--- src/rtl/message_tx_serializer.sv ---
// Frames a latched MSG_LENGTH-bit message as SOF + payload bytes (MSB first) on a valid/ready byte stream.
// Optional trailing CRC-8 byte when MSG_TX_CRC_EN is defined.
module message_tx_serializer #(
    parameter int unsigned           MSG_LENGTH = 48,
    parameter int unsigned           BYTE_WIDTH = 8,
    parameter logic [BYTE_WIDTH-1:0] SOF_BYTE   = BYTE_WIDTH'(8'hA5)
) (
    input  logic                  clk,
    input  logic                  rsnt,
    input  logic                  send_data,
    input  logic [MSG_LENGTH-1:0] tx_data,
    output logic                  data_sent,
    output logic                  busy,
    output logic [BYTE_WIDTH-1:0] byte_data,
    output logic                  byte_valid,
    input  logic                  byte_ready,
    output logic [7:0]            overrun_count
);

    localparam int unsigned     N        = MSG_LENGTH / BYTE_WIDTH;
    localparam int unsigned     IDX_W    = (N > 1) ? $clog2(N) : 1;
    localparam logic [IDX_W-1:0] LAST_IDX = IDX_W'(N - 1);

`ifdef MSG_TX_CRC_EN
    typedef enum logic [2:0] {IDLE, SOF, DATA, CRC, DONE} state_t;
`else
    typedef enum logic [1:0] {IDLE, SOF, DATA, DONE} state_t;
`endif

    state_t                state;
    logic [MSG_LENGTH-1:0] shreg;
    logic [IDX_W-1:0]      idx;

`ifdef MSG_TX_CRC_EN
    logic [7:0] crc;

    // CRC-8, poly 0x07, MSB first, no reflection or final XOR
    function automatic logic [7:0] crc8_update(input logic [7:0] c_in,
                                               input logic [BYTE_WIDTH-1:0] d);
        logic [7:0] c;
        logic       fb;
        c = c_in;
        for (int i = int'(BYTE_WIDTH) - 1; i >= 0; i--) begin
            fb = c[7] ^ d[i];
            c  = {c[6:0], 1'b0} ^ (fb ? 8'h07 : 8'h00);
        end
        return c;
    endfunction
`endif

    always_ff @(posedge clk or posedge rsnt) begin
        if (rsnt) begin
            state         <= IDLE;
            shreg         <= '0;
            idx           <= '0;
            data_sent     <= 1'b0;
            busy          <= 1'b0;
            byte_valid    <= 1'b0;
            byte_data     <= '0;
            overrun_count <= '0;
`ifdef MSG_TX_CRC_EN
            crc           <= '0;
`endif
        end else begin
            // Requests outside IDLE (including the DONE cycle) are dropped and counted
            if (send_data && state != IDLE && overrun_count != 8'hFF)
                overrun_count <= overrun_count + 8'd1;

            case (state)
                IDLE: begin
                    if (send_data) begin
                        shreg      <= tx_data;
                        idx        <= '0;
                        busy       <= 1'b1;
                        byte_valid <= 1'b1;
                        byte_data  <= SOF_BYTE;
                        state      <= SOF;
`ifdef MSG_TX_CRC_EN
                        crc        <= '0;
`endif
                    end
                end

                // byte_data is preloaded with the next byte so it is registered at the port
                SOF: begin
                    if (byte_ready) begin
                        byte_data <= shreg[MSG_LENGTH-1 -: BYTE_WIDTH];
                        shreg     <= shreg << BYTE_WIDTH;
                        state     <= DATA;
                    end
                end

                DATA: begin
                    if (byte_ready) begin
`ifdef MSG_TX_CRC_EN
                        crc <= crc8_update(crc, byte_data);
`endif
                        if (idx == LAST_IDX) begin
`ifdef MSG_TX_CRC_EN
                            byte_data <= BYTE_WIDTH'(crc8_update(crc, byte_data));
                            state     <= CRC;
`else
                            byte_valid <= 1'b0;
                            data_sent  <= 1'b1;
                            state      <= DONE;
`endif
                        end else begin
                            byte_data <= shreg[MSG_LENGTH-1 -: BYTE_WIDTH];
                            shreg     <= shreg << BYTE_WIDTH;
                            idx       <= idx + IDX_W'(1);
                        end
                    end
                end

`ifdef MSG_TX_CRC_EN
                CRC: begin
                    if (byte_ready) begin
                        byte_valid <= 1'b0;
                        data_sent  <= 1'b1;
                        state      <= DONE;
                    end
                end
`endif

                DONE: begin
                    data_sent <= 1'b0;
                    busy      <= 1'b0;
                    state     <= IDLE;
                end

                default: state <= IDLE;
            endcase
        end
    end

endmodule

--- config.mk ---
export PLATFORM = sky130hd
export DESIGN_NAME = message_tx_serializer
export DESIGN_NICKNAME = d
export VERILOG_FILES = /design/src/rtl/message_tx_serializer.sv
export SDC_FILE = /design/constraint.sdc
export NUM_CORES = 1
export LEC_CHECK = 0
export CAP_MARGIN = 40
export CORE_MARGIN = 2
export CORE_UTILIZATION = 50
export DETAILED_ROUTE_END_ITERATION = 10
export PLACE_DENSITY = 0.86
export SLEW_MARGIN = 15
export SYNTH_ARGS = -nofsm -noshare
export SYNTH_HDL_FRONTEND = slang
export SYNTH_SLANG_ARGS = --single-unit
export TNS_END_PERCENT = 1
--- constraint.sdc ---
create_clock -name clk -period 3.2 [get_ports clk]
set_input_delay 0.64 -clock clk [delete_from_list [all_inputs] [get_ports clk]]
set_output_delay 0.64 -clock clk [all_outputs]
set_load 0.005 [all_outputs]
**Word-level counts from Yosys, hierarchy flattened**

Cells that the tools add are included.

- Register bits: 72
- Latch bits: 0
- Bits in writable memories: 0
- ROM bits: 0
- Input bits: 52
- Output and inout port bits: 19
- Word-level logic and storage cells: 61
- Memories kept: 0

- $add $sub $neg: 2
- Multiply operators: 0
- Divide/modulo/power cells: 0
- Magnitude comparators: 0
- Equal/unequal tests: 10
- Shifts and indexed selects: 0
- Mux-type cells: 27
- Bitwise operators: 0
- Reduce and logical (&&, ||, !) cells: 14

Operators by type and width:

| kind | count |
|---|---|
| 48-bit 2-to-1 mux | 4 |
| 48-bit case mux with 3 select lines | 1 |
| 8-bit 2-to-1 mux | 4 |
| 8-bit case mux with 3 select lines | 1 |
| 4-bit AND reduction | 3 |
| 2-bit inequality test (second input constant) | 5 |
| 3-bit 2-to-1 mux | 3 |
| 8-bit by 1-bit adder with 8-bit output (second input constant) | 1 |
| 2-bit 2-to-1 mux | 4 |
| 8-bit inequality test (second input constant) | 1 |
| 2-bit case mux with 4 select lines | 1 |
| 2-bit nonzero test | 4 |
| 1-bit case mux with 2 select lines | 3 |
| 3-bit case mux with 2 select lines | 1 |
| 1-bit 2-to-1 mux | 5 |
| 5-bit AND reduction | 1 |
| 2-bit == test (second input constant) | 2 |
| 3-bit by 1-bit adder with 3-bit output (second input constant) | 1 |
| 3-bit == test (second input constant) | 1 |
| 3-bit AND reduction | 1 |
| 3-bit nonzero test | 1 |
| 2-bit by 1-bit == test with 1-bit output (second input constant) | 1 |
| 1-bit logical AND | 2 |
| 2-bit zero test | 1 |
| 2-bit AND reduction | 1 |

**Longest topological paths before layout**

Gate-level depths: netlist of run 1.

- Depth after elaboration: 4
- Mapped depth: 8
- Gate-level depth less buffers: 5

**Least setup slack after synthesis of run 1**

No wires, ideal clock.

- Kind: register to register
- Start point: reg state[0]
- End point: reg shreg[10]
- Library setup time: 125 ps
- Arrival: 2,017 ps
- Required time: 3,075 ps
- Slack: 1,058 ps
- Cell stages (with the launch flop): 7
- Path buffers: 2
- Clock period less this slack: 2,142 ps
- Cells stage by stage: dfrtp_1 > inv_1 > ha_1 > clkbuf_1 > clkbuf_1 > mux2_2 > mux2_4

- Cells in the longest elaborated chain, start to end: 3
- Elaborated cells between the ends (all ways): 10
- Classes of those cells: 6 x eq/ne; 1 x mux; 3 x reduce/logical

Ends and longest elaborated chain:

| what | RTL line | RTL |
|---|---|---|
| start, declared | 30 | `state_t state;` |
| start signal, assigned | 53 | `state <= IDLE;` |
| start signal, assigned | 77 | `state <= SOF;` |
| start signal, assigned | 89 | `state <= DATA;` |
| 2-bit by 1-bit == test with 1-bit output (tied with other cells) | 69 | `case (state)` |
| 2-bit inequality test (no source line) / 3-bit nonzero test (equally long branches) | n/a |  |
| 5-bit AND reduction (no source line) | n/a |  |
| end signal, assigned | 72 | `shreg <= tx_data;` |
| end signal, assigned | 88 | `shreg <= shreg << BYTE_WIDTH;` |
| end signal, assigned | 109 | `shreg <= shreg << BYTE_WIDTH;` |
| end, declared | 31 | `logic [MSG_LENGTH-1:0] shreg;` |

Several ways; a longest one is shown, not always the timed one.
A chain may end at the register's enable or synchronous reset.

**Worst setup path in the final report of run 1**

- Start point: in byte_ready
- End point: reg byte_data[7]

- Cells in the longest elaborated chain, start to end: 2
- Elaborated cells between the ends (all ways): 3
- Classes of those cells: 2 x eq/ne; 1 x reduce/logical

Ends and longest elaborated chain:

| what | RTL line | RTL |
|---|---|---|
| start, declared | 16 | `input logic byte_ready,` |
| 2-bit inequality test (no source line) | n/a |  |
| 5-bit AND reduction (no source line) * | n/a |  |
| end signal, assigned | 87 | `byte_data <= shreg[MSG_LENGTH-1 -: BYTE_WIDTH];` |
| end signal, assigned | 108 | `byte_data <= shreg[MSG_LENGTH-1 -: BYTE_WIDTH];` |
| end, declared | 14 | `output logic [BYTE_WIDTH-1:0] byte_data,` |

Mark *: on every way between the ends. The rest lies on a longest branch, timed or not.

==> impl_metrics.ini, run 1 <==
[power]
peakVddDrop_mv = 0.594
powerDensity_nw_per_um2 = 1160
clkPwrFrac_pct = 16.2
switching_power_mw = 1.74
pwr-share-seq_pct = 30.1
p_leak_nw = 2.09
switching_share_pct = 31.5
power.internal_mw = 3.79
pwr-share-comb_pct = 53.7

[grt]
antenna_found_initial = 0
grt_max_degree = 57
grt-ovfl-total = 0
grt_pass1_wl_mm = 12.2
grt_usage_pct = 18.5
grt_pass1_vias = 2565

[clock_network]
clkTransAtPathRegs_ns = 0.08
cts.sinks = 72
worstSkewPairLatency_ns = 0.34
cts-root-buf = clkbuf_8
cts_tree = built
htreeDepth = 3
ctsResizeCount = 0
hold_buffers = 0
cts_made_buffers = 9
clockBufferDepth = 2
cts_setup_buffers = 0

[sta]
finClkSkew_ns = 0.00521
final.setup.worst_slack_ns = 0.723
slew_headroom_pct = 58.0
worst_slew_pin_slew_ns = 0.629
tns_ns = 0
rsz0062_at_grt = no
timing.fmax_mhz = 404
setup_viol = 0
min_period_ns = 2.48
finalCritPeriodShare_pct = 77.4
hold_viol_final = 0
drv_slew = 0

[worst_setup_path]
cp-end-kind = flip-flop
worstSetupStartpointType = primary input
critPathMaxFanout = 56
crit_arrival_ns = 2.71
cp_slowest_cell = clkdlybuf4s50_1
path_cells = clkdlybuf4s50_1 > a21bo_2 > a2111oi_4 > buf_12 > mux2_2
worstPathRequired_ns = 3.43
critical_path_class = primary input to flip-flop
crit_path_max_incr_delay_ns = 0.54

[hold_path]
hold_path.class = flip-flop to flip-flop

[synthesis]
avgSynthCellArea_um2 = 13.9
ys_seq_area_share_pct = 47.9
synth_warnings = 0
ys_ff_latch = 72
syn-cell-area_um2 = 3760
yosys.cell_types.count = 36
syn_inst = 271
syn-num-nets = 330

[flow_run]
max_cap_violations = 0

[final_layout]
final_cell_mix = dfrtp_1, clkdlybuf4s50_1, mux2_2
antenna_cells = 0
nets = 400
regArea_um2 = 1800
fillers = 557
multi_input_area_um2 = 1790
final_common_cell = dfrtp_1
drive_gt1_share_pct = 34.1
syn_to_final_growth_pct = 26.9

[detailed_routing]
dr.pass1.iters = 4
vias_per_cell = 5.31
drt_iter0_markers = 86
ant_nets = 0
wl_mm = 7.09
wl_per_cell_um = 15.9
vias = 2361
drc = 0

[floorplanning]
core_um2 = 7250
rows = 31
die_w_um = 90.7
die-height_um = 90.7
die_area_um2 = 8230
io_pins = 71
start_util_pct = 51.8

[placed_design]
pre_cts_slack_ns = 0.401
hpwl_mm = 4.81
gp_congestion = 0.793
io_buffers = 70

[status]
status = finished clean
[layer usage]
metal,GRT usage [%],vias up,wire length (µm)
met5,0,-,0
met4,5.51,0,91
met3,5.84,8,350
met2,32.2,60,3710
met1,21.8,1191,2940
li1,-,1102,-
[power by group through the flow]
stage                     registers, mW  logic (mW)  clock network [mW]
after CTS                          1.66        3.02               0.916
after floorplan                    1.59        2.53                   0
after detailed placement           1.66        2.99                   0
after global routing               1.72        3.21               0.955
final                              1.66        2.97               0.898
after global placement             1.64        2.88                   0
[registers in the layout, indices dropped and copies added (netlist names)]
register / count
idx: 3
shreg: 48
overrun_count: 8
byte_valid: 1
busy: 1
state: 2
byte_data: 8
data_sent: 1
[worst max-delay path, delay by kind of cell]
| family | cells | cell delay (ns) |
|---|---|---|
| buffers and inverters | 2 | 0.92 |
| AO/OA/AOI/OAI | 2 | 0.71 |
| multiplexers | 1 | 0.40 |
[kinds of logic after synthesis]
kind of cell             after synthesis  synth area share [%]
AO/OA/AOI/OAI                         23                  4.66
XOR/XNOR                               4                 0.932
adder cells (fa/ha/maj)                7                  2.33
buffers and inverters                 25                  4.53
flip-flops                            72                  47.9
multiplexers                         101                  33.6
AND/OR/NAND/NOR                       39                  6.06
[cells in the mapped netlist]
master     instances  area, µm²
a2111oi_4          1       27.5
a211oi_1           1       7.51
a21bo_2            1       10.0
a21oi_1            6       30.0
a31oi_1            1       6.26
and2b_1            2       15.0
and3_1             1       6.26
and4_1             1       8.76
and4b_1            2       20.0
buf_12             4       80.1
buf_4              1       7.51
buf_6              1       11.3
clkbuf_1           8       30.0
dfrtp_1           72       1800
ha_1               7       87.6
inv_1             11       41.3
mux2_1             1       11.3
mux2_2            59        664
mux2_4            35        526
mux2i_1            6       60.1
nand2_1           10       37.5
nand2b_1           5       31.3
nand3_1            4       20.0
nand4_1            3       18.8
nor2b_1            9       56.3
o211ai_1           2       15.0
o21a_1             1       7.51
o21ai_0            4       20.0
o22ai_1            1       6.26
o2bb2ai_1          1       8.76
o311ai_0           2       17.5
o31a_1             1       8.76
o32a_1             1       10.0
or2_2              1       6.26
or2b_1             1       7.51
xnor2_1            4       35.0
[stage by stage]
| step | hold slack (ns) | total power, mW | instances | utilization (%) | area, µm² |
|---|---|---|---|---|---|
| detailed placement | 0.479 | 4.66 | 429 | 62.3 | 4520 |
| floorplan | 0.452 | 4.12 | 271 | - | 3760 |
| global route | 0.523 | 5.89 | 445 | 65.8 | 4770 |
| finish | 0.509 | 5.53 | 445 | 65.8 | 4770 |
| CTS | 0.513 | 5.60 | 445 | 65.8 | 4770 |
| global placement | 0.469 | 4.53 | 429 | 62.3 | 4520 |
[cell type report]
cell class | count | share of cell area [%]
clock buffer | 11 | 3.17
multi-input combinational | 174 | 37.5
inverter | 11 | 0.865
clock inverter | 5 | 2.15
tap | 99 | 2.60
timing repair buffer | 73 | 15.9
sequential | 72 | 37.8
[path summary, 6_finish.rpt]
| kind | from | endpoint | slack [ns] | cells past startpoint |
|---|---|---|---|---|
| worst min-delay path | shreg[19] | shreg[19] | 0.51 | 1 |
| max in group asynchronous | rsnt | shreg[31] | 1.85 | 3 |
| min in group asynchronous | rsnt | overrun_count[4] | 0.70 | 2 |
| worst max-delay path | byte_ready | byte_data[7] | 0.72 | 5 |
| worst max register to register | idx[0] | byte_data[7] | 0.92 | 5 |
| worst min register to register | shreg[19] | shreg[19] | 0.51 | 1 |
Power figures use the tool's default switching activity.
==> run 2: changes to the inputs <==
--- a/config.mk
+++ b/config.mk
@@ -7,9 +7,9 @@
 export LEC_CHECK = 0
 export CAP_MARGIN = 40
 export CORE_MARGIN = 2
-export CORE_UTILIZATION = 50
+export CORE_UTILIZATION = 47
 export DETAILED_ROUTE_END_ITERATION = 10
-export PLACE_DENSITY = 0.86
+export PLACE_DENSITY = 0.85
 export SLEW_MARGIN = 15
 export SYNTH_ARGS = -nofsm -noshare
 export SYNTH_HDL_FRONTEND = slang
==> constraint.sdc (replaced) <==
create_clock -name clk -period 2.16 [get_ports clk]
set_input_delay 0.432 -clock clk [delete_from_list [all_inputs] [get_ports clk]]
set_output_delay 0.432 -clock clk [all_outputs]
set_load 0.005 [all_outputs]
==> run 2 against run 1 <==
Sequential power increased by 48%. Largest power group unchanged. Hold slack got worse by 0.029 ns. Flip-flop and latch count unchanged. First-iteration DRC count increased by 10%.
==> impl_metrics.ini, run 2 (synthesized netlist as in run 1, its figures left out) <==
[status]
status = finished clean

[final_layout]
final_common_cell = dfrtp_1
fillers = 560
largest_reg_flops = 48
utilization_pct = 65.4
nets = 427
syn_to_final_growth_pct = 34.5
largestRegisters = shreg: 48 flops, byte_data: 8 flops, overrun_count: 8 flops
drive_gt1_share_pct = 39.1
antenna_cells = 0
final_cell_mix = dfrtp_1, clkdlybuf4s50_1, mux2_2
top_register = shreg

[detailed_routing]
vias_per_cell = 5.12
vias = 2431
ant_nets = 0
dr.pass1.iters = 4
wl_per_cell_um = 15.2
drc = 0
wl_mm = 7.23
drt_iter0_markers = 95

[worst_setup_path]
critical_path_class = primary input to flip-flop
r2r_start = idx[1]
cp-end-kind = flip-flop
critPathMaxFanout = 11
worstSetupStartpointType = primary input
worstRegToRegCells = 8
r2r-end = shreg[27]
crit_arrival_ns = 2.34
worstPathRequired_ns = 2.39
reg2reg_slack_ns = 0.10

[floorplanning]
io_pins = 71
core_um2 = 7730
die_w_um = 93.4
rows = 32
start_util_pct = 48.6
die_area_um2 = 8730
die-height_um = 93.4

[power]
pwr-share-seq_pct = 27.9
clkPwrFrac_pct = 13.3
p_leak_nw = 2.24
switching_share_pct = 30.9
power.internal_mw = 6.08
peakVddDrop_mv = 0.998
powerDensity_nw_per_um2 = 1740
switching_power_mw = 2.72
pwr-share-comb_pct = 58.9

[grt]
grt_max_degree = 23
grt-ovfl-total = 0
grt_pass1_vias = 2583
antenna_found_initial = 0
grt_pass1_wl_mm = 12.0
grt_usage_pct = 17.6

[sta]
min_period_ns = 2.11
finClkSkew_ns = 0.00891
hold_viol_final = 0
tns_ns = 0
setup_viol = 0
final.setup.worst_slack_ns = 0.0535
rsz0062_at_grt = no
finalCritPeriodShare_pct = 97.5
slew_headroom_pct = 69.0
worst_slew_pin_slew_ns = 0.464
drv_slew = 0
timing.fmax_mhz = 475

[placed_design]
hpwl_mm = 5.16
gp_congestion = 0.794
io_buffers = 70
pre_cts_slack_ns = -0.329

[clock_network]
hold_buffers = 0
htreeDepth = 3
cts.sinks = 72
cts_made_buffers = 9
worstSkewPairLatency_ns = 0.34
clkTransAtPathRegs_ns = 0.08
cts_tree = built
cts-root-buf = clkbuf_8
clockBufferDepth = 2

[hold_path]
hold_path.class = primary input to asynchronous set/reset pin

[flow_run]
max_cap_violations = 0
[run 2: cell count changes in the layout (fill, tap and decap cells not counted), sizes merged]
cell    change
inv         -1
clkbuf      -1
bufinv      -1
buf        +26
clkinv      +4
[run 2: worst max path at each step]
stage                          start   endpoint  cells after the start
after floorplan             state[0]  shreg[10]                      6
after global placement    byte_ready  shreg[27]                      6
after detailed placement  byte_ready  shreg[27]                      6
after CTS                     idx[0]  shreg[27]                      6
after global routing          idx[1]  shreg[27]                      8
final                     byte_ready  shreg[27]                      7
[run 2: metal layers]
| layer | GRT usage [%] | share of wire (%) |
|---|---|---|
| met5 | 0 | 0 |
| met4 | 4.41 | 0.83 |
| met3 | 5.96 | 6.2 |
| met2 | 30.3 | 51 |
| met1 | 21.1 | 42 |
[run 2: final cells by class]
| class | count | area [µm²] | area share, % |
|---|---|---|---|
| Sequential cell | 72 | 1800 | 35.6 |
| Multi-Input combinational cell | 174 | 1790 | 35.4 |
| Timing Repair Buffer | 100 | 1070 | 21.1 |
| Tap cell | 102 | 128 | 2.52 |
| Clock buffer | 9 | 124 | 2.45 |
| Clock inverter | 7 | 96.3 | 1.91 |
| Inverter | 11 | 45.0 | 0.891 |
[run 2: power groups by stage]
stage                     Sequential, mW  Clock, mW  Combinational (mW)
after floorplan                     2.36          0                3.74
final                               2.45       1.17                5.18
after CTS                           2.46       1.20                4.99
after global placement              2.44          0                4.81
after detailed placement            2.46          0                4.97
after global routing                2.53       1.26                5.56
[run 2: repair_timing]
| action | CTS | global route |
|---|---|---|
| buffers inserted | 0 | 9 |
| setup endpoints to repair | 0 | 39 |
| gates resized for setup | 0 | 1 |
[run 2: metrics by stage]
stage	std cells	instance area, µm²	power, mW	hold WS (ns)
after detailed placement	449	4740	7.42	0.472
final	475	5050	8.80	0.480
after global routing	475	5050	9.35	0.498
after global placement	449	4740	7.25	0.463
after CTS	465	4960	8.65	0.483
after floorplan	271	3760	6.10	0.452
[run 2: worst max-delay path, stage by stage]
cell	delay [ns]
clkdlybuf4s50_1	0.54
and2b_1	0.24
a2111oi_4	0.31
buf_4	0.19
buf_12	0.14
buf_12	0.15
mux2_2	0.33
